**config.mk**
```make
export PLATFORM = sky130hd
export DESIGN_NAME = keypad_scanner_flat
export DESIGN_NICKNAME = d
export VERILOG_FILES = /design/src/rtl/keypad_pkg.sv /design/src/rtl/keypad_scanner_if.sv /design/src/rtl/sync_2ff.sv /design/src/rtl/keypad_scanner.sv /design/src/flat_wrapper.sv
export SDC_FILE = /design/constraint.sdc
export NUM_CORES = 1
export LEC_CHECK = 0
export CAP_MARGIN = 25
export CORE_ASPECT_RATIO = 0.5
export CORE_MARGIN = 2
export CORE_UTILIZATION = 63
export DETAILED_ROUTE_END_ITERATION = 10
export PLACE_DENSITY = 0.9
export SYNTH_ARGS = -nofsm -noshare
export SYNTH_HDL_FRONTEND = slang
export SYNTH_SLANG_ARGS = --single-unit
```
**constraint.sdc**
```tcl
create_clock -name clk -period 7.4 [get_ports clk]
set_clock_uncertainty 0.05 [all_clocks]
set_input_delay 1.11 -clock clk [delete_from_list [all_inputs] [get_ports clk]]
set_output_delay 1.11 -clock clk [all_outputs]
set_load 0.01 [all_outputs]
```
**src/rtl/keypad_pkg.sv**
```systemverilog
`default_nettype none
// ============================================================================
// Module : keypad_pkg
// Purpose: Shared types and constants for the 4x4 hex keypad scanner:
//          FSM state encoding, row/column index types, the key-code map,
//          and a helper that picks the lowest active (low) row.
// Ports  : none (package)
// Rev    : 1.0  initial release
// ============================================================================
package keypad_pkg;

  typedef enum logic [1:0] {
    SCAN     = 2'd0,
    DEBOUNCE = 2'd1,
    PRESSED  = 2'd2,
    RELEASE  = 2'd3
  } state_t;

  typedef logic [1:0] row_idx_t;
  typedef logic [1:0] col_idx_t;

  // Key code by [row][column].
  localparam logic [3:0] KEYMAP [0:3][0:3] = '{
    '{4'h1, 4'h2, 4'h3, 4'hA},
    '{4'h4, 4'h5, 4'h6, 4'hB},
    '{4'h7, 4'h8, 4'h9, 4'hC},
    '{4'hE, 4'h0, 4'hF, 4'hD}
  };

  // Rows are active-low; when several are low the lowest index wins.
  function automatic row_idx_t lowest_low(input logic [3:0] rows);
    row_idx_t r;
    if (!rows[0])      r = 2'd0;
    else if (!rows[1]) r = 2'd1;
    else if (!rows[2]) r = 2'd2;
    else               r = 2'd3;
    return r;
  endfunction

endpackage
`default_nettype wire

```
**src/rtl/keypad_scanner_if.sv**
```systemverilog
`default_nettype none
// ============================================================================
// Module : keypad_scanner_if
// Purpose: Bundles the keypad matrix lines and the key-code outputs.
// Ports  : linhas        rows from keypad, active-low
//          colunas       column drive, active-low, one-hot-zero
//          tecla         last accepted key code
//          tecla_valida  one-cycle pulse on a new key code
//          tecla_ativa   key held (acceptance until release debounced)
//          master = scanner side, slave = keypad/consumer side
// Rev    : 1.0  initial release
// ============================================================================
interface keypad_scanner_if;
  logic [3:0] linhas;
  logic [3:0] colunas;
  logic [3:0] tecla;
  logic       tecla_valida;
  logic       tecla_ativa;

  modport master (
    input  linhas,
    output colunas, tecla, tecla_valida, tecla_ativa
  );

  modport slave (
    output linhas,
    input  colunas, tecla, tecla_valida, tecla_ativa
  );
endinterface
`default_nettype wire

```
**src/rtl/sync_2ff.sv**
```systemverilog
`default_nettype none
// ============================================================================
// Module : sync_2ff
// Purpose: Two-flop synchronizer for an asynchronous multi-bit level input.
//          Each bit is independent; reset value models the idle pull-ups.
// Ports  : clk  system clock
//          rst  asynchronous active-high reset
//          d    asynchronous input
//          q    synchronized output
// Rev    : 1.0  initial release
// ============================================================================
module sync_2ff #(
  parameter int         WIDTH     = 4,
  parameter logic [3:0] RESET_VAL = 4'hF
) (
  input  logic             clk,
  input  logic             rst,
  input  logic [WIDTH-1:0] d,
  output logic [WIDTH-1:0] q
);

  logic [WIDTH-1:0] meta;

  always_ff @(posedge clk or posedge rst) begin
    if (rst) begin
      meta <= RESET_VAL[WIDTH-1:0];
      q    <= RESET_VAL[WIDTH-1:0];
    end else begin
      meta <= d;
      q    <= meta;
    end
  end

endmodule
`default_nettype wire

```
**src/rtl/keypad_scanner.sv**
```systemverilog
`default_nettype none
// ============================================================================
// Module : keypad_scanner
// Purpose: Scans a 4x4 hex keypad one column at a time, debounces press and
//          release of the detected key, and reports one key code per press.
// Ports  : clk   system clock
//          rst   asynchronous active-high reset
//          bus   keypad_scanner_if.master (linhas in; colunas, tecla,
//                tecla_valida, tecla_ativa out, all registered)
// Rev    : 1.0  initial release
// ============================================================================
module keypad_scanner
  import keypad_pkg::*;
#(
  parameter int SCAN_DIV        = 1000,
  parameter int DEBOUNCE_CYCLES = 20000
) (
  input  logic                clk,
  input  logic                rst,
  keypad_scanner_if.master    bus
);

  localparam int SW = (SCAN_DIV > 1) ? $clog2(SCAN_DIV) : 1;
  localparam int DW = (DEBOUNCE_CYCLES > 1) ? $clog2(DEBOUNCE_CYCLES) : 1;
  localparam logic [SW-1:0] SCAN_LAST = SW'(SCAN_DIV - 1);
  // The counter is compared one step early so that the transition happens
  // on the clock where it reaches DEBOUNCE_CYCLES-1; together with the
  // triggering cycle this gives DEBOUNCE_CYCLES consecutive stable clocks.
  localparam logic [DW-1:0] DEB_PRE  = DW'(DEBOUNCE_CYCLES - 2);

  logic [3:0] ls;

  sync_2ff #(.WIDTH(4), .RESET_VAL(4'hF)) u_sync (
    .clk (clk),
    .rst (rst),
    .d   (bus.linhas),
    .q   (ls)
  );

  state_t        state, state_next;
  col_idx_t      idx, idx_next;
  col_idx_t      col, col_next;
  row_idx_t      row, row_next;
  logic [SW-1:0] scan_cnt, scan_cnt_next;
  logic [DW-1:0] deb_cnt, deb_cnt_next;
  logic [3:0]    colunas, colunas_next;
  logic [3:0]    tecla, tecla_next;
  logic          tecla_valida, tecla_valida_next;
  logic          tecla_ativa, tecla_ativa_next;

  always_ff @(posedge clk or posedge rst) begin
    if (rst) begin
      state        <= SCAN;
      idx          <= 2'd0;
      col          <= 2'd0;
      row          <= 2'd0;
      scan_cnt     <= '0;
      deb_cnt      <= '0;
      colunas      <= 4'b1110;
      tecla        <= 4'h0;
      tecla_valida <= 1'b0;
      tecla_ativa  <= 1'b0;
    end else begin
      state        <= state_next;
      idx          <= idx_next;
      col          <= col_next;
      row          <= row_next;
      scan_cnt     <= scan_cnt_next;
      deb_cnt      <= deb_cnt_next;
      colunas      <= colunas_next;
      tecla        <= tecla_next;
      tecla_valida <= tecla_valida_next;
      tecla_ativa  <= tecla_ativa_next;
    end
  end

  always_comb begin
    state_next        = state;
    idx_next          = idx;
    col_next          = col;
    row_next          = row;
    scan_cnt_next     = scan_cnt;
    deb_cnt_next      = deb_cnt;
    tecla_next        = tecla;
    tecla_valida_next = 1'b0;
    tecla_ativa_next  = tecla_ativa;

    case (state)
      SCAN: begin
        if (scan_cnt == SCAN_LAST) begin
          scan_cnt_next = '0;
          if (ls != 4'b1111) begin
            // Freeze on this column; idx stays put so the drive holds.
            col_next     = idx;
            row_next     = lowest_low(ls);
            deb_cnt_next = '0;
            state_next   = DEBOUNCE;
          end else begin
            idx_next = idx + 2'd1;
          end
        end else begin
          scan_cnt_next = scan_cnt + 1'b1;
        end
      end

      DEBOUNCE: begin
        if (ls[row]) begin
          state_next    = SCAN;
          idx_next      = col + 2'd1;
          scan_cnt_next = '0;
        end else if (deb_cnt == DEB_PRE) begin
          deb_cnt_next      = deb_cnt + 1'b1;
          tecla_next        = KEYMAP[row][col];
          tecla_valida_next = 1'b1;
          tecla_ativa_next  = 1'b1;
          state_next        = PRESSED;
        end else begin
          deb_cnt_next = deb_cnt + 1'b1;
        end
      end

      PRESSED: begin
        if (ls[row]) begin
          deb_cnt_next = '0;
          state_next   = RELEASE;
        end
      end

      RELEASE: begin
        if (!ls[row]) begin
          deb_cnt_next = '0;
        end else if (deb_cnt == DEB_PRE) begin
          tecla_ativa_next = 1'b0;
          state_next       = SCAN;
          idx_next         = col + 2'd1;
          scan_cnt_next    = '0;
          deb_cnt_next     = '0;
        end else begin
          deb_cnt_next = deb_cnt + 1'b1;
        end
      end

      default: state_next = SCAN;
    endcase

    colunas_next = ~(4'b0001 << idx_next);
  end

  assign bus.colunas      = colunas;
  assign bus.tecla        = tecla;
  assign bus.tecla_valida = tecla_valida;
  assign bus.tecla_ativa  = tecla_ativa;

endmodule
`default_nettype wire

```
**src/flat_wrapper.sv**
```systemverilog
// flat-port wrapper written by rule: the top's interface ports become plain ports
module keypad_scanner_flat import keypad_pkg::*;
#(
  parameter int SCAN_DIV        = 1000,
  parameter int DEBOUNCE_CYCLES = 20000
)
  (clk, rst, bus_linhas, bus_colunas, bus_tecla, bus_tecla_valida, bus_tecla_ativa);
  keypad_scanner_if bus_i ();
  input  logic clk;
  input  logic rst;
  input wire logic [$bits(bus_i.linhas)-1:0] bus_linhas;
  output wire logic [$bits(bus_i.colunas)-1:0] bus_colunas;
  output wire logic [$bits(bus_i.tecla)-1:0] bus_tecla;
  output wire logic [$bits(bus_i.tecla_valida)-1:0] bus_tecla_valida;
  output wire logic [$bits(bus_i.tecla_ativa)-1:0] bus_tecla_ativa;
  assign bus_i.linhas = bus_linhas;
  assign bus_colunas = bus_i.colunas;
  assign bus_tecla = bus_i.tecla;
  assign bus_tecla_valida = bus_i.tecla_valida;
  assign bus_tecla_ativa = bus_i.tecla_ativa;
  keypad_scanner #(.SCAN_DIV(SCAN_DIV), .DEBOUNCE_CYCLES(DEBOUNCE_CYCLES)) u_core (.clk(clk), .rst(rst), .bus(bus_i));
endmodule
```
==> results.txt, run 1 <==
- Run status: completed
- Post-layout power: about 0.46 mW
- The clock drives slightly above 50 sinks.
- Clock latency of the later-clocked register in the worst-skew pair: 0.31 ns
* Number of buffers created by CTS: 5
* Port buffer count: 15
- RSZ-0062 raised after global routing: false
- During I/O placement, the number of pins put on the boundary was 16.
- The number of hold buffers added after CTS was 0.
- The number of antenna diodes in the final layout is 0.
- Counting flops with an async set or reset pin after synthesis yields a share of 1.00.
* Mean area per synthesized cell: between 9 and 10 sq um
* Core area: 3920 sq um
- Maximum capacitance violations: 0
* Post-Synthesis Cell Area: between 2000 and 3000 sq um
* Final routed wirelength across all metal layers: 5.28 mm
- Fraction of final layout cells sized beyond drive strength 1: 0.114
* Chip height: around 50 um
- Resized cells post-CTS: 0
- Dividing the detail-routed via count by the number of cells gives 6.58.
- The via count of the first global-routing pass is 2,069.
- After filler insertion, the fill cell instance count of the layout stands at 281.
- Tightest slew margin relative to the limit: 0.401
- Hold Vio Cnt, Final: 0
* Root buf cell: sky130_fd_sc_hd__clkbuf_8
- CP cell instances: ha_1 > nor4bb_1 > nand4_1 > and3_1 > or4_1 > a21oi_1
* Type of the worst setup path: reg2reg
* Clock buffer depth: 2
- Synthesized net count: around 280
- Counting both buffers and inverters, the worst setup path holds a total of 0.
- Area growth from synthesis to layout: 11.1%
- TritonCTS built the clock tree.
* Residual DRC count: 0
- Gp weighted congestion: between 0.8 and 0.9
- Flop and latch count out of synthesis: 51
- Path category of the worst min-delay check: reg2reg
* Fraction of synthesized cell area taken by the top area cell type: 0.386
- On the worst path, the slowest cell contributes a delay of 0.57 ns.
- Setup violations remaining at the end of the flow were counted as 0.
- STA classifies the critical path startpoint as a flop.
- Synthesized netlist cell count: approximately 270
- Required @ worst endpoint: approximately 7.6 ns
* Global routing met1 resource utilization: 0.344
- The multi-input combinational cells in the finished layout cover a total of roughly 1200 sq um.
- For met2 alone, demand over resource in global routing was 0.415.
- Overall overflow remaining after global route: 0
- Critical path's top delay family: simple AND/OR/NAND/NOR gates
- After routing, the total negative slack on setup checks comes to 0 ns.
- The initial antenna violation count came to 0.
- Leading post-synthesis cells by cell area: sky130_fd_sc_hd__dfrtp_1, sky130_fd_sc_hd__dfstp_2, sky130_fd_sc_hd__o21ai_0, sky130_fd_sc_hd__o31ai_1, sky130_fd_sc_hd__nand2_1
- Most used routing layer in global routing: met2
- For this run, the register share of the synthesized area comes to 0.497.
* Largest net degree at the start of global routing: 52
* Remaining number of nets flagged by the antenna check after routing: 0
- Row generation in the floorplan step produced 16 rows.
- Fmax achieved: around 350 MHz
- Buffers inserted during post-CTS setup optimization: 0
- For this run, the total global-route usage over all layers was measured as 0.261.
* CP Capture Type: flop
- Peak fanout along the critical path: 24
- Initial core utilization: 0.661
* Post-route minimum period: about 2.8 ns
- Final worst-path cycle share: 0.385
* Areal power density over the cells: between 150 and 200 nW/um^2
- Die Wd: 94.8 um
- The detailed router finished its first iteration with about 140 violations.
- The synthesized design spends more area on one cell type than any other, namely sky130_fd_sc_hd__dfrtp_1.
- For the pin with the worst max-slew slack, the measured transition is ~0.90 ns.
- Wire length per cell: about 16 um
- In the final layout, flip-flops and latches occupy about 1300 sq um.
- Cell at the slowest stage of the critical path: sky130_fd_sc_hd__and3_1
- The final max-slew violation count came to 0.
* Drt pass-1 iters: 4
- For this run, the number of Yosys warnings is 0.
- Total Nets Final: 289
* Peak supply drop: ~0.12 mV
- The first global-routing pass estimated 9.32 mm of wire.
- Summed over all nets, the half-perimeter wirelength after detailed placement is ~3.7 mm.
- Leakage power of the design: around 1.1 nW
- H-tree depth reported by CTS: 2
- Number of flops mapped to enable cells by yosys: 0
* Vias post-DR: 2,205
- Synthesis instantiated between 40 and 50 different standard cells from the library.
* Most used DFF post-synth: sky130_fd_sc_hd__dfrtp_1
* Met3 usage: 0.0603
- The die covers 4680 sq um.
- CTS clk-pin slew, worst paths: 0.09 ns
- Arrival @ worst endpoint: around 3 ns
## worst paths after layout
path | start | end | slack, ns | cells after the start
min in group asynchronous | rst | u_core.scan_cnt[3]$_DFFE_PP0P_ | 1.04 | 2
worst max-delay path | u_core.scan_cnt[0]$_DFFE_PP0P_ | u_core.deb_cnt[7]$_DFFE_PP0P_ | 4.55 | 6
worst min register to register | u_core.u_sync.meta[1]$_DFF_PP1_ | u_core.u_sync.q[1]$_DFF_PP1_ | 0.31 | 0
max in group asynchronous | rst | u_core.u_sync.meta[0]$_DFF_PP1_ | 5.70 | 3
worst min-delay path | u_core.u_sync.meta[1]$_DFF_PP1_ | u_core.u_sync.q[1]$_DFF_PP1_ | 0.31 | 0
worst max register to register | u_core.scan_cnt[0]$_DFFE_PP0P_ | u_core.deb_cnt[7]$_DFFE_PP0P_ | 4.55 | 6
## metrics by stage
step | setup WS [ns] | util | cells | hold WS (ns) | area [sq um]
after detailed placement | 4.60 | 0.707 | 326 | 0.299 | 2780
after CTS | 4.56 | 0.730 | 334 | 0.312 | 2860
after global routing | 4.35 | 0.735 | 335 | 0.314 | 2880
after floorplan | 5.02 | - | 268 | 0.295 | 2590
after global placement | 4.73 | 0.707 | 326 | 0.296 | 2780
final | 4.55 | 0.735 | 335 | 0.311 | 2880
## report_power, final
| group | internal [mW] | total, mW | switching (mW) |
|---|---|---|---|
| Sequential | 0.283 | 0.284 | 0.00128 |
| Clock | 0.0659 | 0.160 | 0.0938 |
| Combinational | 0.00441 | 0.0116 | 0.00715 |
## state kept, by name, indices dropped and copies added (netlist names), 2 cells and up, named ones only
| signal | flops |
|---|---|
| u_core.row | 2 |
| u_core.col | 2 |
| u_core.deb_cnt | 15 |
| u_core.idx | 2 |
| u_core.bus.tecla | 4 |
| u_core.u_sync.meta | 4 |
| u_core.scan_cnt | 10 |
| u_core.u_sync.q | 4 |
| u_core.bus.colunas | 4 |
## area by class of cell
cell class	instances	area share
Timing Repair Buffer	17	0.0616
Inverter	10	0.0130
Tap cell	54	0.0234
Clock inverter	3	0.00694
Clock buffer	5	0.0239
Multi-Input combinational cell	195	0.424
Sequential cell	51	0.447
## per-layer routing
layer  share of wire  routed length, um  vias up
met1            0.41               2180     1055
met2            0.48               2540      101
li1                -                  -     1027
met4           0.029                154        0
met5               0                  0        -
met3           0.077                408       22
## synth_stat cells, types with 2 or more instances
cell type / number
sky130_fd_sc_hd__a211o_1: 2
sky130_fd_sc_hd__nand4_1: 8
sky130_fd_sc_hd__nand2_1: 23
sky130_fd_sc_hd__xnor2_1: 3
sky130_fd_sc_hd__and3_1: 5
sky130_fd_sc_hd__and4_1: 3
sky130_fd_sc_hd__or3_1: 11
sky130_fd_sc_hd__or2_2: 4
sky130_fd_sc_hd__or4_1: 4
sky130_fd_sc_hd__a311oi_1: 3
sky130_fd_sc_hd__o21ai_0: 28
sky130_fd_sc_hd__clkbuf_1: 12
sky130_fd_sc_hd__a21oi_1: 16
sky130_fd_sc_hd__nor3_1: 4
sky130_fd_sc_hd__o31ai_1: 14
sky130_fd_sc_hd__a21o_1: 2
sky130_fd_sc_hd__dfstp_2: 11
sky130_fd_sc_hd__nor2b_1: 3
sky130_fd_sc_hd__a31oi_1: 2
sky130_fd_sc_hd__nand3_1: 11
sky130_fd_sc_hd__o211ai_1: 6
sky130_fd_sc_hd__nand4b_1: 2
sky130_fd_sc_hd__nand2b_1: 4
sky130_fd_sc_hd__ha_1: 3
sky130_fd_sc_hd__o41ai_1: 2
sky130_fd_sc_hd__inv_1: 10
sky130_fd_sc_hd__dfrtp_1: 40
sky130_fd_sc_hd__nor2_1: 13
## cell families (layout without fill, tap and decap cells)
family          Yosys count  after routing  share of synthesized area
compound gates           83             83                      0.204
xor+xnor                  3              3                     0.0101
flops                    51             51                      0.497
mux                       2              2                     0.0130
buf+inv                  22             35                     0.0318
fa+ha+maj                 4              4                     0.0183
simple gates            103            103                      0.225
## cell usage in the layout, fill, tap and decap left out, drive strengths merged, types with 2 or more instances in the layout
cell	n
a311oi	3
nand3	11
or3	11
o31ai	14
nand4	8
a21oi	16
o21ai	28
clkinvlp	2
and4	3
nor2	13
nor4	2
buf	2
nand4b	2
a31oi	2
a21o	2
clkdlybuf4s50	15
inv	10
o41ai	2
or2	4
a211o	2
and3	5
nand2	23
xnor2	3
ha	3
dfrtp	40
dfstp	11
nor3	4
or4	4
nand2b	4
o211ai	6
nor2b	3
clkbuf	5
Power figures use the tool's default switching activity.
==> run 2, diff against run 1 <==
- CORE_UTILIZATION: 63 -> 59
- PLACE_DENSITY: 0.9 -> 0.85
- clock period: 7.4 -> 2.85 ns (I/O delays scaled with it)
==> run 2 against run 1 <==
  * Setup slack worse by 4.4 ns
  * First-iteration DRC count is 61% higher
  * Sequential power grew to 2.6 times the previous value
  * Total power grew to 2.6 times the previous value
  * Flip-flop and latch count stayed put
  * Critical path depth is 1 higher
  * Clock power grew to 2.6 times the previous value
  * Register-to-register slack worse by 4.4 ns
  * Hold slack worse by 0.0017 ns
  * Die area is 6.4% higher
  * Largest cell class unchanged
==> results.txt, run 2 (synthesized netlist as in run 1, its figures left out) <==
- Total placed cells including tap cells: 334 (+2.5%)
- Area enclosed by the die boundary: 4980 sq um (+6.4%)
* DRT met1 WL: 2.71 mm (+24%)
- The final period demand of the worst path was 2.66 ns (-0.184 ns).
- The cell area power density came to 401 nW/um^2 (+150%).
* Most common cell after layout, fill and taps aside: sky130_fd_sc_hd__dfrtp_1
* Reg-to-reg critical path startpoint: u_core.deb_cnt[0]$_DFFE_PP0P_
- Path category of the worst min-delay check: reg2reg
- Remaining number of nets flagged by the antenna check after routing: 0 (unchanged)
- STA classifies the critical path endpoint as a flop.
- The largest registers in the layout are u_core.deb_cnt x15, u_core.scan_cnt x10.
- Post-layout power: 1.18 mW (+160%)
- The per-cell via count in the routed design was 6.34 (-3.7%).
- Gp weighted congestion: 0.886 (+2.1%)
* Total number of clock tree sinks: 51 (unchanged)
- Power share of the combinational group: 0.026 (about the same)
* Worst hold slack after final layout: 0.309 ns (-0.00166 ns)
* Total Nets Final: 296 (+2.4%)
- Wire length per cell: 15.8 um (+0.40%)
- More flip-flops sit in one register than any other, and that register is u_core.deb_cnt.
- The final setup slack of the worst path was 0.188 ns (-4.37 ns).
- Root buf cell: sky130_fd_sc_hd__clkbuf_8
- The worst-case vdd ir drop was 0.264 mV (+120%).
- Cell at the slowest stage of the critical path: sky130_fd_sc_hd__or3_1
* Fmax achieved: 376 MHz (+6.9%)
- Reported net switching power: 0.260 mW (+150%)
* Die Wd: 97.8 um (+3.2%)
- Buffers inserted during post-CTS setup optimization: 0 (unchanged)
- DR WL met2: 2.39 mm (-5.9%)
- Dpl ws: 0.237 ns (-4.36 ns)
- The CTS buffer count was 5 (unchanged).
- Estimated wirelength of the detail-placed design: 3.84 mm (+5.0%)
* Vias post-DR: 2,168 (-1.7%)
- Final worst-path cycle share: 0.934 (+0.549)
- CP cell instances: inv_1 > ha_1 > or3b_1 > nor4_4 > a21oi_1 > or3_1 > o41ai_1
- Rows: 16 (unchanged)
* H-tree depth reported by CTS: 2 (unchanged)
- Register-to-register path setup slack: 0.19 ns (-4.37 ns)
- The part of the power in the clock network is 0.349 (-0.002).
- Compared with the post-synthesis result, the final layout area differs by 13.1%.
* Clock tree from TritonCTS: yes
- The pin count of the biggest net entering global routing is 28 (-46%).
- Routed wire length on met3: 275 um (-33%)
- Hold Vio Cnt, Final: 0 (unchanged)
* Leakage power of the design: 1.16 nW (+3.9%)
* Core area: 4060 sq um (+3.6%)
- Setup TNS: 0 ns (unchanged)
- Length in cells of the worst reg-to-reg path: 7 (+1)
* Final routed wirelength across all metal layers: 5.41 mm (+2.5%)
- The post-detailed-route DRC marker count was 0 (unchanged).
- Setup repair after global routing left no endpoint under its margin.
- Overall overflow remaining after global route: 0 (unchanged)
- Clock buffer depth: 2 (unchanged)
* Number of max-slew violations in the final report: 0 (unchanged)
- The initial antenna violation count is 0 (unchanged).
- Arrival @ worst endpoint: 2.81 ns (-0.23 ns)
* CTS clk-pin slew, worst paths: 0.09 ns (about the same)
- Critical path launch point: u_core.deb_cnt[0]$_DFFE_PP0P_
- The violation count after the first detailed-routing iteration came to 220 (+61%).
* Max reg flops: 15 (unchanged)
- Switching Fraction: 0.221 (-0.00379)
* Maximum capacitance violations: 0 (unchanged)
- The total of endpoints with negative setup slack in the final report was 0 (unchanged).
* Initial core utilization: 0.639 (-0.0228)
- Hold_buf cts: 0 (unchanged)
- Fraction of final layout cells sized beyond drive strength 1: 0.135 (+0.0215)
* Global-route wire length before repair: 9.32 mm (about the same)
- Transition time at the pin with the least slew margin: 0.630 ns (-0.269 ns)
- Sequential fraction of design power: 0.625 (about the same)
* Int Power: 0.918 mW (+160%)
- Chip height: 50.9 um (+3.1%)
* Number of top-level design ports: 16 (unchanged)
- Non-filler instance count after layout: 342 (+2.1%)
- The utilization after layout was 0.722 (-0.0127).
* Vias in the first global route: 1,898 (-8.3%)
- Port buffer count: 15 (unchanged)
* Antenna diodes: 0 (unchanged)
- Crit start category: flop
- The total routing usage reported by global routing was 0.238 (-0.0225).
* Top routing layer in use: met4
- Resized cells post-CTS: 0 (unchanged)
- The flow ran to the end, and the final reports show no timing, DRC or antenna violations.
* Type of the worst setup path: reg2reg
- In the layout the commonest cells are sky130_fd_sc_hd__dfrtp_1, sky130_fd_sc_hd__o21ai_0, sky130_fd_sc_hd__nand2_1.
* Tightest slew margin relative to the limit: 0.574 (+0.173)
- Post-route design area: 2940 sq um (+1.8%)
- The biggest cell delay along the critical path is 0.48 ns (-0.09 ns).
- Count of filler cells inserted in the layout: 298 (+6.0%)
* Required @ worst endpoint: 2.99 ns (-4.60 ns)
- Drt pass-1 iters: 6 (+2)
* Endpoint of the worst register-to-register path: u_core.scan_cnt[8]$_DFFE_PP0P_
* Worst Setup EP: u_core.scan_cnt[8]$_DFFE_PP0P_
* Clock latency of the later-clocked register in the worst-skew pair: 0.30 ns (about the same)
* Area after detailed placement: 2850 sq um (+2.6%)
- Peak fanout along the critical path: 6 (-75%)
-- run 2: worst min path at each step --
stage	start	end	slack, ns	cells after the start
global placement	u_core.u_sync.meta[1]$_DFF_PP1_	u_core.u_sync.q[1]$_DFF_PP1_	0.30	0
floorplan	u_core.u_sync.meta[0]$_DFF_PP1_	u_core.u_sync.q[0]$_DFF_PP1_	0.30	0
detailed placement	u_core.u_sync.meta[1]$_DFF_PP1_	u_core.u_sync.q[1]$_DFF_PP1_	0.30	0
global route	u_core.u_sync.meta[0]$_DFF_PP1_	u_core.u_sync.q[0]$_DFF_PP1_	0.31	0
CTS	u_core.u_sync.meta[1]$_DFF_PP1_	u_core.u_sync.q[1]$_DFF_PP1_	0.31	0
finish	u_core.u_sync.meta[1]$_DFF_PP1_	u_core.u_sync.q[1]$_DFF_PP1_	0.31	0
-- run 2: area by class of cell --
cell class | count | area, sq um | share of cell area
clock inverter | 3 | 18.8 | 0.00639
timing repair buffer | 24 | 230 | 0.0784
inverter | 10 | 37.5 | 0.0128
sequential | 51 | 1290 | 0.439
multi-input combinational | 195 | 1220 | 0.416
tap | 54 | 67.6 | 0.0230
clock buffer | 5 | 68.8 | 0.0234
-- run 2: worst max-delay path: cells and delay by family, from the launching register on --
family	cells	cell delay, ns
DFF	1	0.43
adders and majority gates	1	0.13
and+or+nand+nor	3	1.33
AOI/OAI and AO/OA	2	0.53
buffers and inverters	1	0.07
-- run 2: routing by layer --
layer,track usage,up-vias
li1,-,1045
met1,0.353,1043
met2,0.362,71
met3,0.0561,9
met4,0.0556,0
met5,0,-
-- run 2: power by group through the flow --
stage	logic (mW)	registers, mW	clock network, mW
after floorplan	0.0157	0.749	0
after global placement	0.0304	0.750	0
after detailed placement	0.0318	0.750	0
after CTS	0.0319	0.737	0.423
after global routing	0.0353	0.738	0.452
final	0.0303	0.737	0.412
==> run 3, diff against run 2 <==
- CTS_CLUSTER_SIZE: default -> 30
- GPL_ROUTABILITY_DRIVEN: default -> 1
- RECOVER_POWER: default -> 50
==> run 3 against run 2 <==
  * Setup slack improved by 0.014 ns
  * First-iteration DRC count decreased by 0.91%
  * Clock power about the same
  * Total power decreased by 0.41%
  * Hold slack about the same
  * Global-route usage unchanged
  * Via count increased by 0.14%
  * Non-clock buffer count unchanged
  * Combinational power decreased by 14%
  * Sequential power about the same
  * Register-to-register slack about the same
==> results.txt, run 3 (synthesized netlist as in run 1, its figures left out) <==
- CP Capture Type: flop
- The via count of the first global-routing pass is 1,898 (unchanged).
- Vias post-DR: 2,171 (+0.14%)
- The total core area came to 4060 sq um (unchanged).
* Number of top-level design ports: 16 (unchanged)
- The number of buffers on the longest clock path was 2 (unchanged).
- Critical path launch point: u_core.deb_cnt[0]$_DFFE_PP0P_
* Global-route wire length before repair: 9.32 mm (unchanged)
- The number of cells on the worst reg-to-reg path was 7 (unchanged).
- The worst register-to-register path begins at u_core.deb_cnt[0]$_DFFE_PP0P_.
* Hold Startpoint: u_core.u_sync.meta[1]$_DFF_PP1_
- The overall die area came to 4980 sq um (unchanged).
* Number of buffers created by CTS: 5 (unchanged)
- The flip-flop count of the largest register, all copies and words added is 15 (unchanged).
* Required @ worst endpoint: 2.99 ns (about the same)
- Register-to-register path setup slack: 0.20 ns (about the same)
- Fmax achieved: 378 MHz (+0.52%)
- Dpl ws: 0.237 ns (unchanged)
- STA classifies the critical path startpoint as a flop.
* Initial core utilization: 0.639 (unchanged)
* Fraction of final layout cells sized beyond drive strength 1: 0.132 (-0.00347)
- TritonCTS built the clock tree.
* CTS clk-pin slew, worst paths: 0.09 ns (about the same)
* Chip height: 50.9 um (unchanged)
- The static leakage is 1.16 nW (-0.24%).
* Post-DR vias/cell: 6.35 (+0.14%)
* Number of max-slew violations in the final report: 0 (unchanged)
- Wire length per cell: 15.8 um (-0.15%)
* Run status: completed
- The arrival time at the worst endpoint came to 2.79 ns (-0.02 ns).
- The slew at the pin closest to its max-slew limit is 0.939 ns (+0.309 ns).
- The sink count of the clock tree is 51 (unchanged).
* Largest net degree at the start of global routing: 28 (unchanged)
* Drt pass-1 iters: 6 (unchanged)
- The final period demand of the worst path is 2.65 ns (-0.0138 ns).
* Top library cells by usage in the layout, fill and taps aside: sky130_fd_sc_hd__dfrtp_1, sky130_fd_sc_hd__o21ai_0, sky130_fd_sc_hd__nand2_1
- The cell area power density was 402 nW/um^2 (+0.10%).
- The share of the clock period used by the worst path came to 0.929 (-0.00484).
- Resized cells post-CTS: 0 (unchanged)
- Number of violations reported at the end of detailed-routing iteration 0: 218 (-0.91%)
* Clock latency of the later-clocked register in the worst-skew pair: 0.30 ns (about the same)
- Count of endpoints failing setup in the final report: 0 (unchanged)
- The post-detailed-route DRC marker count was 0 (unchanged).
- The total routing usage reported by global routing is 0.238 (unchanged).
* Path category of the worst min-delay check: reg2reg
- Overall overflow remaining after global route: 0 (unchanged)
- Count of filler cells inserted in the layout: 299 (+0.34%)
- The number of buffers inserted for hold repair after clock tree synthesis came to 0 (unchanged).
- The number of nets in the final layout is 296 (unchanged).
- The depth of the CTS H-tree came to 2 (unchanged).
- Root buf cell: sky130_fd_sc_hd__clkbuf_8
- Number of antenna violations at the first check in global routing: 0 (unchanged)
- The weighted congestion reported at the end of routability-driven placement is 0.886 (unchanged).
- RSZ-0062 raised after global routing: false
* Remaining number of nets flagged by the antenna check after routing: 0 (unchanged)
- Setup TNS: 0 ns (unchanged)
- Endpoint of the worst register-to-register path: u_core.scan_cnt[8]$_DFFE_PP0P_
* Registers with the most flip-flops: u_core.deb_cnt x15, u_core.scan_cnt x10
* Hold Vio Cnt, Final: 0 (unchanged)
- Final routed wirelength across all metal layers: 5.41 mm (-0.15%)
- From synthesis to final layout, the design area changed by 12.5%.
* Peak supply drop: 0.264 mV (-0.17%)
- The max-capacitance violation count came to 0 (unchanged).
- The total power was 1.17 mW (-0.41%).
- Die Wd: 97.8 um (unchanged)
* Final worst slack: 0.202 ns (+0.0138 ns)
* Type of the worst setup path: reg2reg
* Rows: 16 (unchanged)
- Port buffer count: 15 (unchanged)
- Antenna diodes: 0 (unchanged)
- The relative max-transition margin is 0.373 (-0.200).
- u_core.deb_cnt holds more flip-flops than any other register.
- The half-perimeter wire length after detailed placement is 3.84 mm (unchanged).
- Worst hold path endpoint: u_core.u_sync.q[1]$_DFF_PP1_
- The worst hold path depth came to 0 (unchanged).
- Buffers inserted during post-CTS setup optimization: 0 (unchanged)
* Most common cell after layout, fill and taps aside: sky130_fd_sc_hd__dfrtp_1
- Peak fanout along the critical path: 6 (unchanged)
==> run 3: per-stage QoR <==
stage / cell area [sq um] / utilization / instances / hold WS, ns
3_3_place_gp: 2850 / 0.701 / 334 / 0.297
5_1_grt: 2920 / 0.719 / 342 / 0.314
2_1_floorplan: 2590 / - / 268 / 0.295
6_report: 2920 / 0.719 / 342 / 0.309
3_5_place_dp: 2850 / 0.701 / 334 / 0.297
4_1_cts: 2940 / 0.722 / 342 / 0.310
==> run 3: critical path, stage by stage (launching register included) <==
cell and delay (ns):
sky130_fd_sc_hd__dfrtp_1 0.43, sky130_fd_sc_hd__inv_1 0.07, sky130_fd_sc_hd__ha_1 0.13, sky130_fd_sc_hd__or3b_1 0.43
sky130_fd_sc_hd__nor4_4 0.42, sky130_fd_sc_hd__a21oi_1 0.17, sky130_fd_sc_hd__or3_1 0.48, sky130_fd_sc_hd__o41ai_1 0.36
==> run 3: worst max path at each step <==
stage,depth (start not counted),end
2_1_floorplan,7,u_core.bus.colunas[0]$_DFF_PP0_
3_3_place_gp,7,u_core.bus.colunas[0]$_DFF_PP0_
3_5_place_dp,7,u_core.scan_cnt[8]$_DFFE_PP0P_
4_1_cts,7,u_core.scan_cnt[8]$_DFFE_PP0P_
5_1_grt,7,u_core.scan_cnt[8]$_DFFE_PP0P_
6_report,7,u_core.scan_cnt[8]$_DFFE_PP0P_
==> run 3: cell type report <==
cell class              instances  area (sq um)  area share
inverters                      10          37.5      0.0129
repair buffers                 24           215      0.0737
clock inverters                 3          18.8     0.00643
flip-flops and latches         51          1290       0.442
multi-input cells             195          1220       0.419
well taps                      54          67.6      0.0231
clock buffers                   5          68.8      0.0236
==> run 3: where the power goes <==
group | internal, mW | total, mW | switching [mW]
registers | 0.734 | 0.737 | 0.00294
logic | 0.00770 | 0.0260 | 0.0183
clock network | 0.173 | 0.411 | 0.238
total | 0.915 | 1.17 | 0.259
==> run 3: routing by layer <==
layer  global-route usage  part of all wire  vias up
li1                     -                 -     1043
met1                0.353              0.49     1030
met2                0.362              0.44       87
met3               0.0561             0.064       11
met4               0.0556            0.0098        0
met5                    0                 0        -
